<file path="src/rtl/fetch_sequencer.sv">
// fetch_sequencer: program-counter sequencer for a byte-addressed instruction
// memory (big-endian 4-byte words, read on the falling clock edge). It hands
// fetched words to decode over a valid/ready handshake and holds the PC while
// decode stalls. It also handles redirects and halts when it fetches HALT_WORD.
//
// Optional feature: define MISALIGN_TRAP_EN to trap misaligned redirect targets.
// A misaligned target then sets the sticky misalign_err and enters HALT.
//
// Ports:
//   clk, reset      clock; synchronous active-high reset
//   ReadAddress     byte address to instruction memory (the PC register)
//   Instruction     word returned by memory for ReadAddress
//   redirect_valid  load redirect_addr (word aligned) into the PC
//   redirect_addr   redirect target byte address
//   out_valid       out_instr/out_pc hold a fetched word
//   out_ready       decode accepts the word this cycle
//   out_instr       fetched instruction
//   out_pc          address out_instr was fetched from
//   halted          high while in HALT
//   fetch_count     completed handshakes, saturating
//   misalign_err    sticky misaligned-redirect flag (0 without MISALIGN_TRAP_EN)
module fetch_sequencer #(
   parameter int unsigned       ADDR_W    = 10,
   parameter logic [ADDR_W-1:0] RESET_PC  = '0,
   parameter logic [31:0]       HALT_WORD = 32'hFFFF_FFFF,
   parameter int unsigned       CNT_W     = 16
) (
   input  logic              clk,
   input  logic              reset,
   output logic [ADDR_W-1:0] ReadAddress,
   input  logic [31:0]       Instruction,
   input  logic              redirect_valid,
   input  logic [ADDR_W-1:0] redirect_addr,
   output logic              out_valid,
   input  logic              out_ready,
   output logic [31:0]       out_instr,
   output logic [ADDR_W-1:0] out_pc,
   output logic              halted,
   output logic [CNT_W-1:0]  fetch_count,
   output logic              misalign_err
);

   typedef enum logic [1:0] {S_FETCH, S_STALL, S_HALT} state_t;

   state_t            state, state_nxt;
   logic [ADDR_W-1:0] pc, pc_nxt;
   logic              valid_nxt;
   logic [31:0]       instr_nxt;
   logic [ADDR_W-1:0] opc_nxt;
   logic [CNT_W-1:0]  count_nxt;
   logic              err_nxt;
   logic              accept;
   logic              xfer;

   assign ReadAddress = pc;
   assign accept      = !out_valid || out_ready;
   assign xfer        = out_valid && out_ready;

   // Next-state and next-output logic
   always_comb begin
      state_nxt = state;
      pc_nxt    = pc;
      valid_nxt = out_valid;
      instr_nxt = out_instr;
      opc_nxt   = out_pc;
      count_nxt = fetch_count;
      err_nxt   = misalign_err;

      if (xfer && (fetch_count != {CNT_W{1'b1}}))
         count_nxt = fetch_count + CNT_W'(1);

      if (redirect_valid) begin
         // The word in flight from the old PC is dropped; only a word accepted this edge survives.
         pc_nxt    = redirect_addr & ~ADDR_W'(3);
         valid_nxt = 1'b0;
         state_nxt = S_FETCH;
`ifdef MISALIGN_TRAP_EN
         if (redirect_addr[1:0] != 2'b00) begin
            err_nxt   = 1'b1;
            state_nxt = S_HALT;
         end
`endif
      end else begin
         case (state)
            S_FETCH, S_STALL: begin
               if (accept) begin
                  instr_nxt = Instruction;
                  opc_nxt   = pc;
                  valid_nxt = 1'b1;
                  if (Instruction == HALT_WORD) begin
                     state_nxt = S_HALT;
                  end else begin
                     pc_nxt    = pc + ADDR_W'(4);
                     state_nxt = S_FETCH;
                  end
               end else begin
                  state_nxt = S_STALL;
               end
            end
            S_HALT: begin
               if (out_ready)
                  valid_nxt = 1'b0;
            end
            default: state_nxt = S_FETCH;
         endcase
      end
   end

   // State and output registers
   always_ff @(posedge clk) begin
      if (reset) begin
         state       <= S_FETCH;
         pc          <= RESET_PC;
         out_valid   <= 1'b0;
         out_instr   <= '0;
         out_pc      <= '0;
         halted      <= 1'b0;
         fetch_count <= '0;
      end else begin
         state       <= state_nxt;
         pc          <= pc_nxt;
         out_valid   <= valid_nxt;
         out_instr   <= instr_nxt;
         out_pc      <= opc_nxt;
         halted      <= (state_nxt == S_HALT);
         fetch_count <= count_nxt;
      end
   end

`ifdef MISALIGN_TRAP_EN
   // Sticky misaligned-redirect flag
   always_ff @(posedge clk) begin
      if (reset)
         misalign_err <= 1'b0;
      else
         misalign_err <= err_nxt;
   end
`else
   assign misalign_err = 1'b0;
`endif

endmodule

</file>
<file path="config.mk">
export PLATFORM = sky130hd
export DESIGN_NAME = fetch_sequencer
export DESIGN_NICKNAME = d
export VERILOG_FILES = /design/src/rtl/fetch_sequencer.sv
export SDC_FILE = /design/constraint.sdc
export NUM_CORES = 1
export LEC_CHECK = 0
export BUFFER_PORTS_ARGS = -buffer_cell sky130_fd_sc_hd__buf_4
export CORE_MARGIN = 1.5
export CORE_UTILIZATION = 50
export CTS_BUF_LIST = sky130_fd_sc_hd__clkbuf_4
export DETAILED_ROUTE_END_ITERATION = 10
export PLACE_DENSITY_LB_ADDON = 0.1
export SETUP_SLACK_MARGIN = 0.1
export SYNTH_ARGS = -nofsm -noshare
export SYNTH_HDL_FRONTEND = slang
export SYNTH_SLANG_ARGS = --single-unit
</file>
<file path="constraint.sdc">
create_clock -name clk -period 3.4 [get_ports clk]
set_clock_uncertainty 0.15 [all_clocks]
set_input_delay 0.68 -clock clk [delete_from_list [all_inputs] [get_ports clk]]
set_output_delay 0.68 -clock clk [all_outputs]
set_load 0.005 [all_outputs]
</file>
# After elaboration in Yosys (flattened, before gate mapping)
# Cells that the tools add are included.
dict set report classes {
  add_sub_neg 2
  mul 0
  div_mod_pow 0
  order_cmp 0
  eq_ne 8
  n_shift 0
  mux 11
  bitwise 2
  reduce_logical 14
}
# op count
set op_table {}
lappend op_table {{10-bit 2-to-1 mux} 4}
lappend op_table {{32-bit equality test, second input constant} 1}
lappend op_table {{16-bit by 1-bit adder with 16-bit output, second input constant} 1}
lappend op_table {{16-bit != test, second input constant} 1}
lappend op_table {{3-bit AND reduction} 4}
lappend op_table {{10-bit by 3-bit adder with 10-bit output, second input constant} 1}
lappend op_table {{2-bit 2-to-1 mux} 3}
lappend op_table {{2-bit != test, second input constant} 3}
lappend op_table {{2-bit nonzero test} 3}
lappend op_table {{2-bit equality test, second input constant} 2}
lappend op_table {{2-bit case mux with 2 select lines} 1}
lappend op_table {{2-bit OR reduction} 2}
lappend op_table {{2-bit by 1-bit equality test with 1-bit output, second input constant} 1}
lappend op_table {{1-bit logical AND} 2}
lappend op_table {{2-bit zero test} 1}
lappend op_table {{1-bit 2-to-1 mux} 2}
lappend op_table {{1-bit NOT} 2}
lappend op_table {{1-bit case mux with 2 select lines} 1}
lappend op_table {{1-bit zero test} 1}
lappend op_table {{1-bit logical OR} 1}
dict set report word_totals {
  reg_bits 72
  latchBits 0
  mem_bits_rw 0
  rom_bits 0
  out_inout_bits 71
  elab_cells 45
  memories 0
}

# Logic depth before layout (Yosys ltp)
# Gate-level depths: netlist (run 1).
dict set report depth {
  depth_word 6
  depth_mapped 7
  ltp_nobuf 6
}

# Worst setup path after synthesis (run 1)
# No wires, ideal clock.
dict set report synth_path {
  kind {input to register}
  startpoint {input port Instruction[14]}
  endpoint {register pc[9], in the netlist ReadAddress[9]}
  setup_ns 0.091
  t_arrival_ns 2.035
  required_time_ns 3.159
  slack_ns 1.124
  cell_stages 5
  cell_sequence {nand4_1 -> nor4_1 -> a21oi_2 -> a31o_2 -> a311oi_1}
}
dict set report synth_between {
  elab_chain_len 3
}
# item line
set synth_rtl {}
lappend synth_rtl {{start: declaration} 31} ;# input logic [31:0] Instruction,
lappend synth_rtl {{32-bit equality test} 90} ;# if (Instruction == HALT_WORD) begin
lappend synth_rtl {{2-bit != test (no source line)} --}
lappend synth_rtl {{3-bit AND reduction (no source line)} --}
lappend synth_rtl {{end signal: assignment} 121} ;# pc <= pc_nxt;
lappend synth_rtl {{end: declaration} 46} ;# logic [ADDR_W-1:0] pc, pc_nxt;
# Every way passes these cells.
# A chain may end at the register's enable or synchronous reset.

# Worst setup path in the final report (run 1)
dict set report layout_path {
  startpoint {register fetch_count[2]}
  endpoint {register fetch_count[14]}
}
dict set report layout_between {
  elab_chain_len 2
}
# item line
set layout_rtl {}
lappend layout_rtl {{start: declaration} 39} ;# output logic [CNT_W-1:0] fetch_count,
lappend layout_rtl {{start signal: assignment} 126} ;# fetch_count <= count_nxt;
lappend layout_rtl {{branches (longest 2 deep; another with 16-bit by 1-bit adder with 16-bit output)} --}
# Several ways; the timed one is not identified.

==> results of run 1 <==
per-layer routing:
metal,share of wire,global-route usage,vias up,wire length (um)
li1,-,-,1421,-
met1,0.44,0.304,1305,3130
met2,0.48,0.391,94,3420
met3,0.060,0.0523,14,429
met4,0.020,0.116,0,144
met5,0,0,-,0
area by class of cell:
cell class              count  area (um^2)  area share
clock buffers               9         67.6      0.0175
well taps                  72         90.1      0.0233
clock inverters             7         91.3      0.0236
inverters                   6         22.5     0.00583
multi-input cells         260         1370       0.354
repair buffers            115          863       0.223
flip-flops and latches     68         1360       0.352
stage by stage:
step / power, W / area (um^2) / setup WS (ns) / utilization
detailed placement: 0.00107 / 3700 / 0.865 / 0.673
floorplan: 0.000959 / 2860 / 1.12 / -
CTS: 0.00166 / 3860 / 1.21 / 0.702
global route: 0.00171 / 3860 / 1.09 / 0.702
global placement: 0.00107 / 3700 / 0.882 / 0.673
finish: 0.00165 / 3860 / 1.22 / 0.702
worst max-delay path: stages (launching register included):
cell	delay [ns]
dfxtp_1	0.47
nand4_2	0.19
or4_1	0.63
or4_1	0.51
a21oi_1	0.16
state kept, by name, summed over array words and instances (netlist names):
register / flops
halted: 1
ReadAddress: 8
out_pc: 8
state: 2
out_valid: 1
out_instr: 32
fetch_count: 16
path summary, 6_finish.rpt:
check / to / slack (ns) / cells past startpoint
max: fetch_count[14] / 1.22 / 4
min: out_instr[26] / 0.31 / 2
max reg2reg: fetch_count[14] / 1.22 / 4
min reg2reg: out_instr[26] / 0.31 / 2
cells in the mapped netlist, drive strengths merged:
cell type / instances / share of area
xor2: 8 / 0.025
or3: 1 / 0.0022
o41ai: 1 / 0.0031
a31oi: 2 / 0.0044
nand2: 88 / 0.12
mux2: 1 / 0.0040
a311oi: 1 / 0.0031
nor4: 5 / 0.011
a21oi: 44 / 0.079
and4: 2 / 0.0062
a211oi: 6 / 0.016
nand3b: 1 / 0.0026
nand4: 16 / 0.037
xnor2: 8 / 0.025
a31o: 1 / 0.0031
dfxtp: 68 / 0.48
and3: 3 / 0.0066
mux2i: 1 / 0.0035
nor2: 24 / 0.032
ha: 2 / 0.0088
inv: 6 / 0.0079
nand2b: 3 / 0.0066
nor3: 10 / 0.018
o211ai: 1 / 0.0026
or4: 4 / 0.011
buf: 6 / 0.015
nand3: 10 / 0.018
o21ai: 4 / 0.0070
a211o: 1 / 0.0031
conb: 1 / 0.0013
a2111oi: 2 / 0.0084
clkbuf: 18 / 0.024
and2: 3 / 0.0066
nor3b: 1 / 0.0026
o21bai: 1 / 0.0026
power groups by stage:
stage                     clock [W]  sequential [W]  combinational [W]
after floorplan                   0        0.000874          0.0000848
after global routing       0.000630        0.000862           0.000220
after CTS                  0.000600        0.000857           0.000199
final                      0.000590        0.000857           0.000198
after detailed placement          0        0.000875           0.000199
after global placement            0        0.000874           0.000194
cell families (layout without fill, tap and decap cells):
family                     count (synthesis)  in the layout  synth area share
buffers and inverters                     30            137            0.0466
muxes                                      2              2           0.00748
other                                      1              5           0.00132
adders and majority gates                  2              2           0.00880
and+or+nand+nor                          171            171             0.276
DFF                                       68             68             0.479
AOI/OAI and AO/OA                         64             64             0.132
xor gates and xnor gates                  16             16            0.0493
==> impl_metrics.tcl, run 1 <==
set metrics [dict create \
    cts_root_buf "clkbuf_4" \
    postCtsSetupRepairBufs 0 \
    critPathLaunchType "flop" \
    setup-tns-final_ns 0 \
    final_nets 508 \
    die_x_um 78.4 \
    drtIter0Drc 118 \
    areaGrowthSynthToFinish_pct 35.9 \
    gp_congestion 0.867 \
    synth_seq_cells 68 \
    max_freq_ghz 0.459 \
    p_int_w 0.00123 \
    cts_resized 0 \
    ctsHoldBuffers 0 \
    leakagePower_nw 1.63 \
    peakVddDrop_v 0.000291 \
    cts_tree "built" \
    rows 27 \
    hold_violations 0 \
    status "completed" \
    clk_pin_slew_ns 0.12 \
    grt_start_max_net_pins 69 \
    gr-total-overflow 0 \
    wl_per_cell_um 13.3 \
    worstPathMaxFanout 7 \
    numClockSinks 68 \
    diodes 0 \
    drc 0 \
    grt_pass1_vias 2629 \
    grt_pass1_wl_um 11700 \
    arrival_ns 2.36 \
    worstMarginPinSlew_ns 0.704 \
    hp-class "reg2reg" \
    power_density_nw_per_um2 426 \
    rsz0062_at_grt "false" \
    hold_slack_ns 0.312 \
    final_common_cell "buf_4" \
    layout_common_cells "buf_4, nand2_1, dfxtp_1" \
    cts_made_buffers 9 \
    slew_violations 0 \
    grtUsageTotal 0.241 \
    worstPathRequired_ns 3.58 \
    core_um2 5510 \
    critPathLaunch "fetch_count[2]" \
    port_buffers 109 \
    syn_inst 354 \
    avgViaCountPerCell 5.28 \
    hold_start "out_instr[26]" \
    r2r_start "fetch_count[2]" \
    netlist_area_um2 2840 \
    relSlewSlack 0.531 \
    ys_seq_area_frac 0.479 \
    hpwl_um 4940 \
    cap_violations 0 \
    insertion_delay_ns 0.40 \
    grt_antenna_before_repair 0 \
    die_h_um 78.4 \
    sequentialPowerShare 0.521 \
    finalWirelength_um 7120 \
    yosys_warnings 0 \
    antenna_left 0 \
    p_sw_w 0.000416 \
    num_vias 2834 \
    power_frac_clock 0.359 \
    synth_area_per_cell_um2 8.03 \
    layoutNonFillerInstCount 537 \
    h-tree-depth 3 \
    io_pins 117 \
    synth_cell_types 40 \
    die-area_um2 6150 \
    initial_core_util 0.516 \
    clock_path_buffers 2 \
    drive_gt1_frac 0.292 \
    swShare 0.253 \
    period_minus_slack_ns 2.18 \
    placed_cells_incl_taps 521 \
    fin_crit_sh 0.641 \
    crit_type "reg2reg" \
    dr.pass1.iters 4 \
    setup_viol_count_final 0 \
    crit_path_end_kind "flop" \
    fillCellCount 480 \
    power_frac_comb 0.120 \
]
Power figures use the tool's default switching activity.
==> run 2, diff against run 1 <==
--- a/config.mk
+++ b/config.mk
@@ -5,6 +5,7 @@
 export SDC_FILE = /design/constraint.sdc
 export NUM_CORES = 1
 export LEC_CHECK = 0
+export ABC_AREA = 1
 export BUFFER_PORTS_ARGS = -buffer_cell sky130_fd_sc_hd__buf_4
 export CORE_MARGIN = 1.5
 export CORE_UTILIZATION = 50
==> constraint.sdc (replaced) <==
create_clock -name clk -period 2.15 [get_ports clk]
set_clock_uncertainty 0.15 [all_clocks]
set_input_delay 0.43 -clock clk [delete_from_list [all_inputs] [get_ports clk]]
set_output_delay 0.43 -clock clk [all_outputs]
set_load 0.005 [all_outputs]
==> impl_metrics.tcl, run 2 <==
set metrics [dict create \
    numClockSinks 68 \
    synth_common_cells "nand2_1, dfxtp_1, nand3_1" \
    avgViaCountPerCell 5.20 \
    die_h_um 82.5 \
    leakagePower_nw 1.82 \
    drive_gt1_frac 0.270 \
    critPathLaunchType "flop" \
    die_x_um 82.5 \
    clk_pin_slew_ns 0.12 \
    max_freq_ghz 0.572 \
    gr-total-overflow 0 \
    setup-tns-final_ns 0 \
    path_cells "ha_1 -> nand2_2 -> nor2_4 -> nand2_2 -> nor2_4 -> nor2_4 -> nand2_1 -> nand2_1 -> nand2_1 -> nor2_1" \
    final_common_cell "nand2_1" \
    cts_root_buf "clkbuf_4" \
    port_buffers 109 \
    critical_path_buf_inv_count 0 \
    antenna_left 0 \
    wl_per_cell_um 12.9 \
    syn_inst 450 \
    hold_violations 0 \
    yosysTopAreaCellShare 0.431 \
    synth-xor-area-share 0.0194 \
    slowest_delay_ns 0.36 \
    largest_reg_flops 32 \
    io_pins 117 \
    synth_cell_types 32 \
    slew_violations 0 \
    grtUsageTotal 0.249 \
    dr.pass1.iters 4 \
    drtIter0Drc 143 \
    critPathLaunch "fetch_count[0]" \
    cap_violations 0 \
    cts_made_buffers 9 \
    path_delay_family "simple AND/OR/NAND/NOR gates" \
    cts_resized 0 \
    diodes 0 \
    insertion_delay_ns 0.39 \
    synth_top_family_by_area "simple AND/OR/NAND/NOR gates" \
    synth_most_common_cell "nand2_1" \
    top_register "out_instr" \
    synthArstFlopShare 0 \
    peakVddDrop_v 0.000463 \
    crit_type "reg2reg" \
    synth.area.top_cells "dfxtp_1, nand2_1, nand3_1, a21oi_1, nor2_1" \
    hold_slack_ns 0.166 \
    arrival_ns 1.94 \
    fin_crit_sh 0.813 \
    grt_antenna_before_repair 0 \
    synth-adder-area-share 0.00792 \
    synth_seq_cells 68 \
    period_minus_slack_ns 1.75 \
    num_vias 3299 \
    netlist_area_um2 3160 \
    die-area_um2 6800 \
    core_um2 6030 \
    grt_pass1_vias 2856 \
    synthFlopType "dfxtp_1" \
    hp-class "in2reg" \
    synth_area_per_cell_um2 7.02 \
    rsz0062_at_grt "false" \
    synth_top_area_cell "dfxtp_1" \
    initial_core_util 0.524 \
    final_nets 604 \
    areaGrowthSynthToFinish_pct 30.1 \
    r2r_start "fetch_count[0]" \
    synth_edf_count 0 \
    finalWirelength_um 8210 \
    synth-simple-area-share 0.345 \
    hold_start "Instruction[26]" \
    yosys_warnings 0 \
    grt_pass1_wl_um 12900 \
    worstPathRequired_ns 2.34 \
    cp_slowest_cell "dfxtp_1" \
    ys_seq_area_frac 0.431 \
    ctsHoldBuffers 0 \
    layout_common_cells "nand2_1, buf_4, dfxtp_1" \
    rows 28 \
    clock_path_buffers 2 \
    reg2reg_setup_slack_ns 0.40 \
    worstPathMaxFanout 16 \
    setup_viol_count_final 0 \
    status "completed" \
    grt_start_max_net_pins 26 \
    synth.area.mux_share 0 \
    synth_compound_area_frac 0.120 \
    crit_path_end_kind "flop" \
    drc 0 \
    cts_tree "built" \
    top_regs "out_instr x32, fetch_count x16" \
    hpwl_um 5900 \
    gp_congestion 0.781 \
    postCtsSetupRepairBufs 0 \
    power_density_nw_per_um2 574 \
    h-tree-depth 3 \
]
run 2: cell count changes in the layout (fill, tap and decap cells not counted), moves of 8 or more:
| cell | delta |
|---|---|
| nand4_1 | -14 |
| nor2_1 | +10 |
| inv_1 | +18 |
| a21oi_1 | +17 |
| nand2_1 | +37 |
| nand3_1 | +54 |
| nor3_1 | -8 |
run 2: tightest hold or removal path: cells and delay by family:
family          cells  cell delay [ns]
compound gates      1             0.06
simple gates        1             0.07
buf+inv             1             0.11
run 2: cell type report:
type	instances	area [um^2]
clock buffers	10	75.1
clock inverters	5	20.0
fillers	549	1920
inverters	28	105
multi-input cells	332	1570
flip-flops and latches	68	1360
well taps	75	93.8
repair buffers	117	878
run 2: path summary, 6_finish.rpt:
path | to | cells after the start
worst max-delay path | fetch_count[5] | 10
worst min-delay path | out_instr[26] | 3
worst min register to register | out_instr[30] | 2
worst max register to register | fetch_count[5] | 10
run 2: cells by family after synthesis:
kind of cell             count (synthesis)
flip-flops                              68
buffers and inverters                   54
XOR/XNOR                                 7
other                                    1
AO/OA/AOI/OAI                           72
AND/OR/NAND/NOR                        246
adder cells (fa/ha/maj)                  2
run 2: routing by layer:
layer	vias up	GRT usage	wire length, um
li1	1665	-	-
met1	1517	0.311	3470
met2	113	0.406	4060
met3	4	0.0802	642
met4	0	0.0797	39
met5	-	0	0
run 2: through the flow:
step	utilization	total power, W	instance area, um^2	setup WS, ns	std cells
3_5_place_dp	0.666	0.00173	4010	0.283	620
5_1_grt	0.682	0.00249	4110	0.285	635
6_report	0.682	0.00236	4110	0.402	635
3_3_place_gp	0.666	0.00172	4010	0.287	620
2_1_floorplan	-	0.00154	3170	0.555	454
4_1_cts	0.682	0.00238	4110	0.403	635
run 2: report_power, final:
part           internal [W]  total, W  leakage, nW  switching, W
combinational      0.000176  0.000348         1.21      0.000172
sequential          0.00131   0.00135        0.556     0.0000422
clock              0.000229  0.000656       0.0562      0.000428
